**src/rtl/gomoku_pkg.sv**
```systemverilog
`default_nettype none
// ============================================================================
// Module   : gomoku_pkg
// Brief    : Shared cell codes, game-result codes, board size default and
//            the controller FSM encoding for the stone-placement path.
// Revision : 1.0  initial release
// ============================================================================
package gomoku_pkg;

    // Default cells per row/column
    localparam int c_BOARD_DIM = 15;

    // Cell contents as held in the board store
    localparam logic [1:0] CELL_EMPTY = 2'b00;
    localparam logic [1:0] CELL_BLACK = 2'b01;
    localparam logic [1:0] CELL_WHITE = 2'b10;

    // Game result codes
    localparam logic [1:0] ST_PLAY = 2'b00;
    localparam logic [1:0] ST_BWIN = 2'b01;
    localparam logic [1:0] ST_WWIN = 2'b10;
    localparam logic [1:0] ST_DRAW = 2'b11;

    // Controller FSM encoding
    localparam int         c_FSM_W    = 3;
    localparam logic [2:0] FSM_CLEAR  = 3'd0;
    localparam logic [2:0] FSM_IDLE   = 3'd1;
    localparam logic [2:0] FSM_LOOKUP = 3'd2;
    localparam logic [2:0] FSM_WRITE  = 3'd3;
    localparam logic [2:0] FSM_CHECK  = 3'd4;
    localparam logic [2:0] FSM_OVER   = 3'd5;
    localparam logic [2:0] FSM_UNDO   = 3'd6;

    // Stone code for the side to move (0 black, 1 white)
    function automatic logic [1:0] player_cell(input logic player);
        return player ? CELL_WHITE : CELL_BLACK;
    endfunction

endpackage
`default_nettype wire

```
**src/rtl/board_store.sv**
```systemverilog
`default_nettype none
// ============================================================================
// Module   : board_store
// Brief    : DEPTH x 2-bit board register array. One synchronous write port,
//            two combinational read ports. No reset: the owner clears it.
//            Reads beyond the last cell return empty.
// Revision : 1.0  initial release
// ============================================================================
module board_store #(
    parameter int DEPTH  = 225,
    parameter int ADDR_W = 8
) (
    input  logic              clk,
    input  logic              i_we,
    input  logic [ADDR_W-1:0] i_waddr,
    input  logic [1:0]        i_wdata,
    input  logic [ADDR_W-1:0] i_rd_addr,
    output logic [1:0]        o_rd_data,
    input  logic [ADDR_W-1:0] i_lk_addr,
    output logic [1:0]        o_lk_data
);

    localparam logic [ADDR_W-1:0] c_LAST = ADDR_W'(DEPTH - 1);

    logic [1:0] r_mem [DEPTH];

    // Single write port; out-of-range writes are discarded
    always_ff @(posedge clk) begin
        if (i_we && (i_waddr <= c_LAST)) begin
            r_mem[i_waddr] <= i_wdata;
        end
    end

    // Asynchronous reads for the checker/display and for the internal lookup
    always_comb begin
        o_rd_data = (i_rd_addr <= c_LAST) ? r_mem[i_rd_addr] : 2'b00;
        o_lk_data = (i_lk_addr <= c_LAST) ? r_mem[i_lk_addr] : 2'b00;
    end

endmodule
`default_nettype wire

```
**src/rtl/move_commit_ctrl.sv**
```systemverilog
`default_nettype none
// ============================================================================
// Module   : move_commit_ctrl
// Brief    : Validates a place request against the board, commits the stone,
//            hands the move to the win checker via req/done, and tracks the
//            side to move and the game result. Owns the board store.
//            Optional feature macro: UNDO_EN (one-level undo in IDLE).
// Revision : 1.0  initial release
// ============================================================================
module move_commit_ctrl
    import gomoku_pkg::*;
#(
    parameter int BOARD_DIM = c_BOARD_DIM,
    parameter int ADDR_W    = 8,
    parameter int CNT_W     = 8
) (
    input  logic              clk,
    input  logic              reset_n,
    input  logic              i_place,
    input  logic              i_new_game,
`ifdef UNDO_EN
    input  logic              i_undo,
`endif
    input  logic [ADDR_W-1:0] i_cur_addr,
    input  logic [ADDR_W-1:0] i_rd_addr,
    output logic [1:0]        o_rd_data,
    output logic              o_chk_req,
    output logic [ADDR_W-1:0] o_chk_addr,
    output logic              o_chk_player,
    input  logic              i_chk_done,
    input  logic              i_chk_win,
    output logic              o_player,
    output logic [1:0]        o_state,
    output logic              o_busy,
    output logic              o_move_rej
);

    localparam int                c_CELLS     = BOARD_DIM * BOARD_DIM;
    localparam logic [ADDR_W-1:0] c_LAST_ADDR = ADDR_W'(c_CELLS - 1);
    localparam logic [CNT_W-1:0]  c_FULL      = CNT_W'(c_CELLS);

    logic [c_FSM_W-1:0] r_fsm;
    logic [c_FSM_W-1:0] w_fsm_nxt;
    logic [ADDR_W-1:0]  r_clr_addr;
    logic [ADDR_W-1:0]  r_addr;
    logic               r_player;
    logic [1:0]         r_state;
    logic [CNT_W-1:0]   r_cnt;
    logic               r_chk_req;
    logic [ADDR_W-1:0]  r_chk_addr;
    logic               r_chk_player;
    logic               r_move_rej;

    logic               w_we;
    logic [ADDR_W-1:0]  w_waddr;
    logic [1:0]         w_wdata;
    logic [1:0]         w_lk_data;
    logic               w_cell_free;
    logic               w_busy;

`ifdef UNDO_EN
    logic [ADDR_W-1:0]  r_last_addr;
    logic               r_last_vld;
`endif

    board_store #(
        .DEPTH  (c_CELLS),
        .ADDR_W (ADDR_W)
    ) u_board (
        .clk       (clk),
        .i_we      (w_we),
        .i_waddr   (w_waddr),
        .i_wdata   (w_wdata),
        .i_rd_addr (i_rd_addr),
        .o_rd_data (o_rd_data),
        .i_lk_addr (r_addr),
        .o_lk_data (w_lk_data)
    );

    // Out-of-range cursor addresses count as occupied
    assign w_cell_free = (r_addr <= c_LAST_ADDR) && (w_lk_data == CELL_EMPTY);

    // FSM state register; reset parks in CLEAR so the board is wiped on release
    always_ff @(posedge clk or negedge reset_n) begin
        if (!reset_n) begin
            r_fsm <= FSM_CLEAR;
        end else begin
            r_fsm <= w_fsm_nxt;
        end
    end

    // Next-state logic; new_game overrides every state and any place request
    always_comb begin
        w_fsm_nxt = r_fsm;
        if (i_new_game) begin
            w_fsm_nxt = FSM_CLEAR;
        end else begin
            case (r_fsm)
                FSM_CLEAR:  if (r_clr_addr == c_LAST_ADDR) w_fsm_nxt = FSM_IDLE;
                FSM_IDLE: begin
                    if (i_place) begin
                        w_fsm_nxt = FSM_LOOKUP;
                    end
`ifdef UNDO_EN
                    else if (i_undo && r_last_vld) begin
                        w_fsm_nxt = FSM_UNDO;
                    end
`endif
                end
                FSM_LOOKUP: w_fsm_nxt = w_cell_free ? FSM_WRITE : FSM_IDLE;
                FSM_WRITE:  w_fsm_nxt = FSM_CHECK;
                FSM_CHECK: begin
                    if (i_chk_done) begin
                        w_fsm_nxt = (i_chk_win || (r_cnt == c_FULL)) ? FSM_OVER : FSM_IDLE;
                    end
                end
                FSM_OVER:   w_fsm_nxt = FSM_OVER;
                FSM_UNDO:   w_fsm_nxt = FSM_IDLE;
                default:    w_fsm_nxt = FSM_CLEAR;
            endcase
        end
    end

    // Per-state outputs: board write port and busy flag
    always_comb begin
        w_we    = 1'b0;
        w_waddr = r_clr_addr;
        w_wdata = CELL_EMPTY;
        w_busy  = (r_fsm != FSM_IDLE) && (r_fsm != FSM_OVER);
        case (r_fsm)
            FSM_CLEAR: w_we = 1'b1;
            FSM_WRITE: begin
                w_we    = 1'b1;
                w_waddr = r_addr;
                w_wdata = player_cell(r_player);
            end
`ifdef UNDO_EN
            FSM_UNDO: begin
                w_we    = 1'b1;
                w_waddr = r_last_addr;
            end
`endif
            default: ;
        endcase
    end

    // Move datapath: address latch, turn, result, move count and checker handshake
    always_ff @(posedge clk or negedge reset_n) begin
        if (!reset_n) begin
            r_clr_addr   <= '0;
            r_addr       <= '0;
            r_player     <= 1'b0;
            r_state      <= ST_PLAY;
            r_cnt        <= '0;
            r_chk_req    <= 1'b0;
            r_chk_addr   <= '0;
            r_chk_player <= 1'b0;
            r_move_rej   <= 1'b0;
        end else begin
            r_move_rej <= 1'b0;
            if (i_new_game) begin
                r_clr_addr <= '0;
                r_player   <= 1'b0;
                r_state    <= ST_PLAY;
                r_cnt      <= '0;
                r_chk_req  <= 1'b0;
            end else begin
                case (r_fsm)
                    FSM_CLEAR: begin
                        // Wrap to zero on the last cell so the next CLEAR starts clean
                        r_clr_addr <= (r_clr_addr == c_LAST_ADDR) ? '0 : r_clr_addr + 1'b1;
                    end
                    FSM_IDLE: begin
                        if (i_place) begin
                            r_addr <= i_cur_addr;
                        end
                    end
                    FSM_LOOKUP: begin
                        if (!w_cell_free) begin
                            r_move_rej <= 1'b1;
                        end
                    end
                    FSM_WRITE: begin
                        r_cnt        <= r_cnt + 1'b1;
                        r_chk_req    <= 1'b1;
                        r_chk_addr   <= r_addr;
                        r_chk_player <= r_player;
                    end
                    FSM_CHECK: begin
                        if (i_chk_done) begin
                            r_chk_req <= 1'b0;
                            if (i_chk_win) begin
                                r_state <= r_player ? ST_WWIN : ST_BWIN;
                            end else if (r_cnt == c_FULL) begin
                                r_state <= ST_DRAW;
                            end else begin
                                r_player <= ~r_player;
                            end
                        end
                    end
`ifdef UNDO_EN
                    FSM_UNDO: begin
                        // The committed move already flipped the turn; flip it back
                        r_player <= ~r_player;
                        r_cnt    <= r_cnt - 1'b1;
                    end
`endif
                    default: ;
                endcase
            end
        end
    end

`ifdef UNDO_EN
    // Last committed move, usable for exactly one undo
    always_ff @(posedge clk or negedge reset_n) begin
        if (!reset_n) begin
            r_last_addr <= '0;
            r_last_vld  <= 1'b0;
        end else if (i_new_game) begin
            r_last_vld <= 1'b0;
        end else if (r_fsm == FSM_WRITE) begin
            r_last_addr <= r_addr;
            r_last_vld  <= 1'b1;
        end else if (r_fsm == FSM_UNDO) begin
            r_last_vld <= 1'b0;
        end
    end
`endif

    assign o_chk_req    = r_chk_req;
    assign o_chk_addr   = r_chk_addr;
    assign o_chk_player = r_chk_player;
    assign o_player     = r_player;
    assign o_state      = r_state;
    assign o_busy       = w_busy;
    assign o_move_rej   = r_move_rej;

endmodule
`default_nettype wire

```
**config.mk**
```make
export PLATFORM = sky130hd
export DESIGN_NAME = move_commit_ctrl
export DESIGN_NICKNAME = d
export VERILOG_FILES = /design/src/rtl/gomoku_pkg.sv /design/src/rtl/board_store.sv /design/src/rtl/move_commit_ctrl.sv
export SDC_FILE = /design/constraint.sdc
export NUM_CORES = 1
export LEC_CHECK = 0
export CAP_MARGIN = 20
export CORE_MARGIN = 2
export CORE_UTILIZATION = 33
export CTS_BUF_LIST = sky130_fd_sc_hd__clkbuf_4 sky130_fd_sc_hd__clkbuf_8
export DETAILED_ROUTE_END_ITERATION = 16
export GPL_ROUTABILITY_DRIVEN = 0
export GPL_TIMING_DRIVEN = 0
export SYNTH_ARGS = -nofsm -noshare
export SYNTH_HDL_FRONTEND = slang
export SYNTH_SLANG_ARGS = --single-unit
```
**constraint.sdc**
```tcl
create_clock -name clk -period 7.4 [get_ports clk]
set_clock_uncertainty 0.2 [all_clocks]
set_input_delay 1.48 -clock clk [delete_from_list [all_inputs] [get_ports clk]]
set_output_delay 1.48 -clock clk [all_outputs]
set_load 0.03 [all_outputs]
```
==> flow_summary.yaml, run 1 <==
power_and_ir_drop:
  irDropWorstVdd_v: 0.000144
  intPower_uw: 4750
  switching_share_pct: 35.6
  pwr-share-clk_pct: 32.1
  power.leakage_uw: 0.00748
  powerDensity_mw_per_mm2: 278
  comb_power_share_pct: 25.7
  total_power_uw: 7380
  netSwitchingPower_uw: 2630
  p_seq_share_pct: 42.2
clock_tree:
  clk_pin_slew_worst_paths_ns: 0.05
  post_cts_buffers: 0
  cts_tree: "built"
  cts_resized: 2
  insertion_delay_ns: 0.70
  cts-buffers-inserted: 81
  clockBufferDepth: 3
  cts_htree_levels: 3
  cts-root-buf: "clkbuf_8"
  cts_sinks: 491
  holdBufCountCts: 0
critical_path:
  regToRegSetupSlack_ns: 2.02
  critical_path_class: "input port to output port"
  cp.arrival_ns: 5.72
  start_kind: "input port"
  cp-end-kind: "output port"
  path_max_fanout: 10
  worstReg2RegEnd: "u_board.r_mem[155][0]"
  ff2ff_path_depth: 9
  required_ns: 5.72
  regToRegStartpoint: "r_addr[1]"
detailed_routing:
  dr.pass1.iters: 9
  viasPerCell: 6.07
  wl_um: 84800
  routed-via-count: 17000
  ant_nets: 0
  routedWlPerCell_um: 30.3
  drc_errors: 0
  drt-initial-drc-count: 3002
sta:
  finalSetupViolCount: 0
  setup_slack_ns: 0.00459
  finalMaxSlewViolations: 0
  rsz0062_at_grt: "false"
  timing.final.crit_share_pct: 99.9
  tightestPinTransition_ns: 1.33
  period_needed_ns: 7.40
  fmax_ghz: 0.135
  finalHoldViolCount: 0
  slew_headroom_pct: 11.3
synth:
  synthesis.nets: 1679
  ys_ff_latch: 491
  synthesis.area_mm2: 0.0230
  synth.distinct_cells: 66
  yosys_warnings: 0
  ys_seq_area_share_pct: 63.3
  synth-edff-count: 450
  syn_inst: 1653
  synth-main-ff-cell: "edfxtp_1"
  ys_async_sr_fraction_pct: 8.35
  syn_area_per_cell_um2: 13.9
placement:
  post-dp-hpwl_um: 58200
  dp_slack_ns: -0.200
  dpl_cell_area_mm2: 0.0250
  numPortBuffers: 34
hold_path:
  hold_start: "o_chk_player"
  hold_depth: 1
  min_delay_worst_endpoint: "o_chk_player"
  min_path_type: "register to register"
die:
  dieArea_mm2: 0.0717
  core_area_mm2: 0.0687
  io_pins: 39
  rows: 96
  fp.dieH_um: 268
  die_w_um: 268
  start_util_pct: 33.4
final_layout:
  fin_area_mm2: 0.0266
  final_nets: 1829
  drive_gt1_share_pct: 18.9
  area_growth_pct: 15.9
  utilization_pct: 38.7
flow_run:
  maxCapViolCount: 0
global_routing:
  globalRouteOverflowTotal: 0
  grt_start_max_net_pins: 86
  track_usage_pct: 23.6
  grt_pass1_vias: 16900
  grt_pass1_wl_um: 120000
  antenna_found_initial: 9
status:
  run_status: "finished, final reports clean"
-- state kept, by name, indices dropped and copies added, names as in the netlist --
| signal | cells |
|---|---|
| u_board.r_mem | 450 |
| o_chk_addr | 8 |
| r_addr | 8 |
| r_clr_addr | 8 |
| r_cnt | 8 |
| r_fsm | 3 |
| o_state | 2 |
| o_chk_player | 1 |
| o_chk_req | 1 |
| o_move_rej | 1 |
| o_player | 1 |
-- power by group through the flow --
stage	logic [µW]	clock network [µW]	registers [µW]
4_1_cts	1770	2380	3110
5_1_grt	1870	2500	3120
3_5_place_dp	1760	0	3170
2_1_floorplan	754	0	3180
6_report	1900	2370	3110
3_3_place_gp	1690	0	3170
-- layer usage --
layer	up-vias	global-route usage (%)	share of wire, %
li1	6761	-	-
met1	8508	29.9	35
met2	1412	35.3	44
met3	298	7.95	14
met4	6	13.8	6.2
met5	-	0	0.034
-- stage by stage --
stage | setup TNS, ns | instances | hold WS [ns]
after floorplan | 0 | 1653 | 0.305
after global placement | -712.42 | 2618 | 0.298
after detailed placement | -0.279 | 2649 | 0.299
after CTS | 0 | 2795 | 0.312
after global routing | 0 | 2799 | 0.330
final | 0 | 2800 | 0.309
-- critical path, cell delays in order --
cell and delay, ns:
buf_2 0.14, buf_2 0.37, clkbuf_1 0.91, mux4_2 0.43, mux4_2 0.54, a221oi_1 0.73, mux4_2 0.45, inv_1 0.05
clkdlybuf4s50_1 0.59
-- cell usage after synthesis, types with 14 or more instances --
library cell | n | share of area, %
a2111oi_0 | 14 | 0.53
a211oi_1 | 73 | 2.4
a21oi_1 | 54 | 1.2
buf_1 | 18 | 0.29
buf_2 | 20 | 0.44
clkbuf_1 | 77 | 1.3
dfrtp_1 | 41 | 4.5
edfxtp_1 | 450 | 59
mux2_2 | 18 | 0.88
mux4_2 | 137 | 13
nand2_1 | 48 | 0.78
nand2b_1 | 14 | 0.38
nand3_1 | 20 | 0.44
nor2_1 | 363 | 5.9
nor3_1 | 116 | 2.5
o21ai_0 | 22 | 0.48
-- layout by cell type, fill, tap and decap left out, types with 6 or more instances in the layout --
cell / n
clkbuf_8: 87
o21ai_0: 22
inv_1: 11
dfrtp_1: 41
clkinv_1: 20
edfxtp_1: 450
a2111oi_0: 14
nor3b_1: 6
buf_6: 9
buf_8: 17
mux4_2: 137
clkdlybuf4s50_1: 33
clkbuf_1: 76
nand2_1: 48
nor3_1: 116
buf_1: 17
buf_2: 22
nand3_1: 20
clkbuf_4: 21
clkinv_2: 11
nor2b_1: 9
and2_1: 6
or3_1: 6
a211oi_1: 73
nand2b_1: 14
o31ai_1: 13
a21oi_1: 54
mux2_2: 18
mux2i_1: 11
nor2_1: 362
nand3b_1: 7
-- worst max-delay path by stage --
stage                 startpoint                    end  slack (ns)  depth (start not counted)
floorplan           i_rd_addr[1]           o_rd_data[0]        1.94                         10
global placement        r_fsm[2]  u_board.r_mem[125][0]       -1.98                          5
detailed placement  i_rd_addr[2]           o_rd_data[0]       -0.20                         10
CTS                 i_rd_addr[2]           o_rd_data[1]        0.05                          9
global route        i_rd_addr[2]           o_rd_data[0]       0.003                         10
finish              i_rd_addr[1]           o_rd_data[1]       0.005                          9
-- cell families (layout without fill, tap and decap cells) --
family	Yosys count	count (layout)	synth area share (%)
multiplexers	166	166	14.8
XOR/XNOR	8	8	0.305
adder cells (fa/ha/maj)	4	4	0.218
AO/OA/AOI/OAI	229	229	6.95
AND/OR/NAND/NOR	620	620	11.9
other	0	3	0
buffers and inverters	135	348	2.53
flip-flops	491	491	63.3
-- layout make-up --
type	instances	area [µm²]
multi-input cells	1027	7850
plain buffers	123	544
inverters	11	41.3
fillers	6475	42100
diodes	3	7.51
repair buffers	68	895
clock inverters	38	211
clock buffers	108	1360
flip-flops and latches	491	14500
well taps	931	1160
(Power assumes the default switching activity.)
==> run 2: changes to the inputs <==
HOLD_SLACK_MARGIN = 0.05   (was not set)
SKIP_LAST_GASP = 1   (was not set)
==> results of run 2 <==
Same layout as run 1: the final DEF is identical, and so are final timing and power.
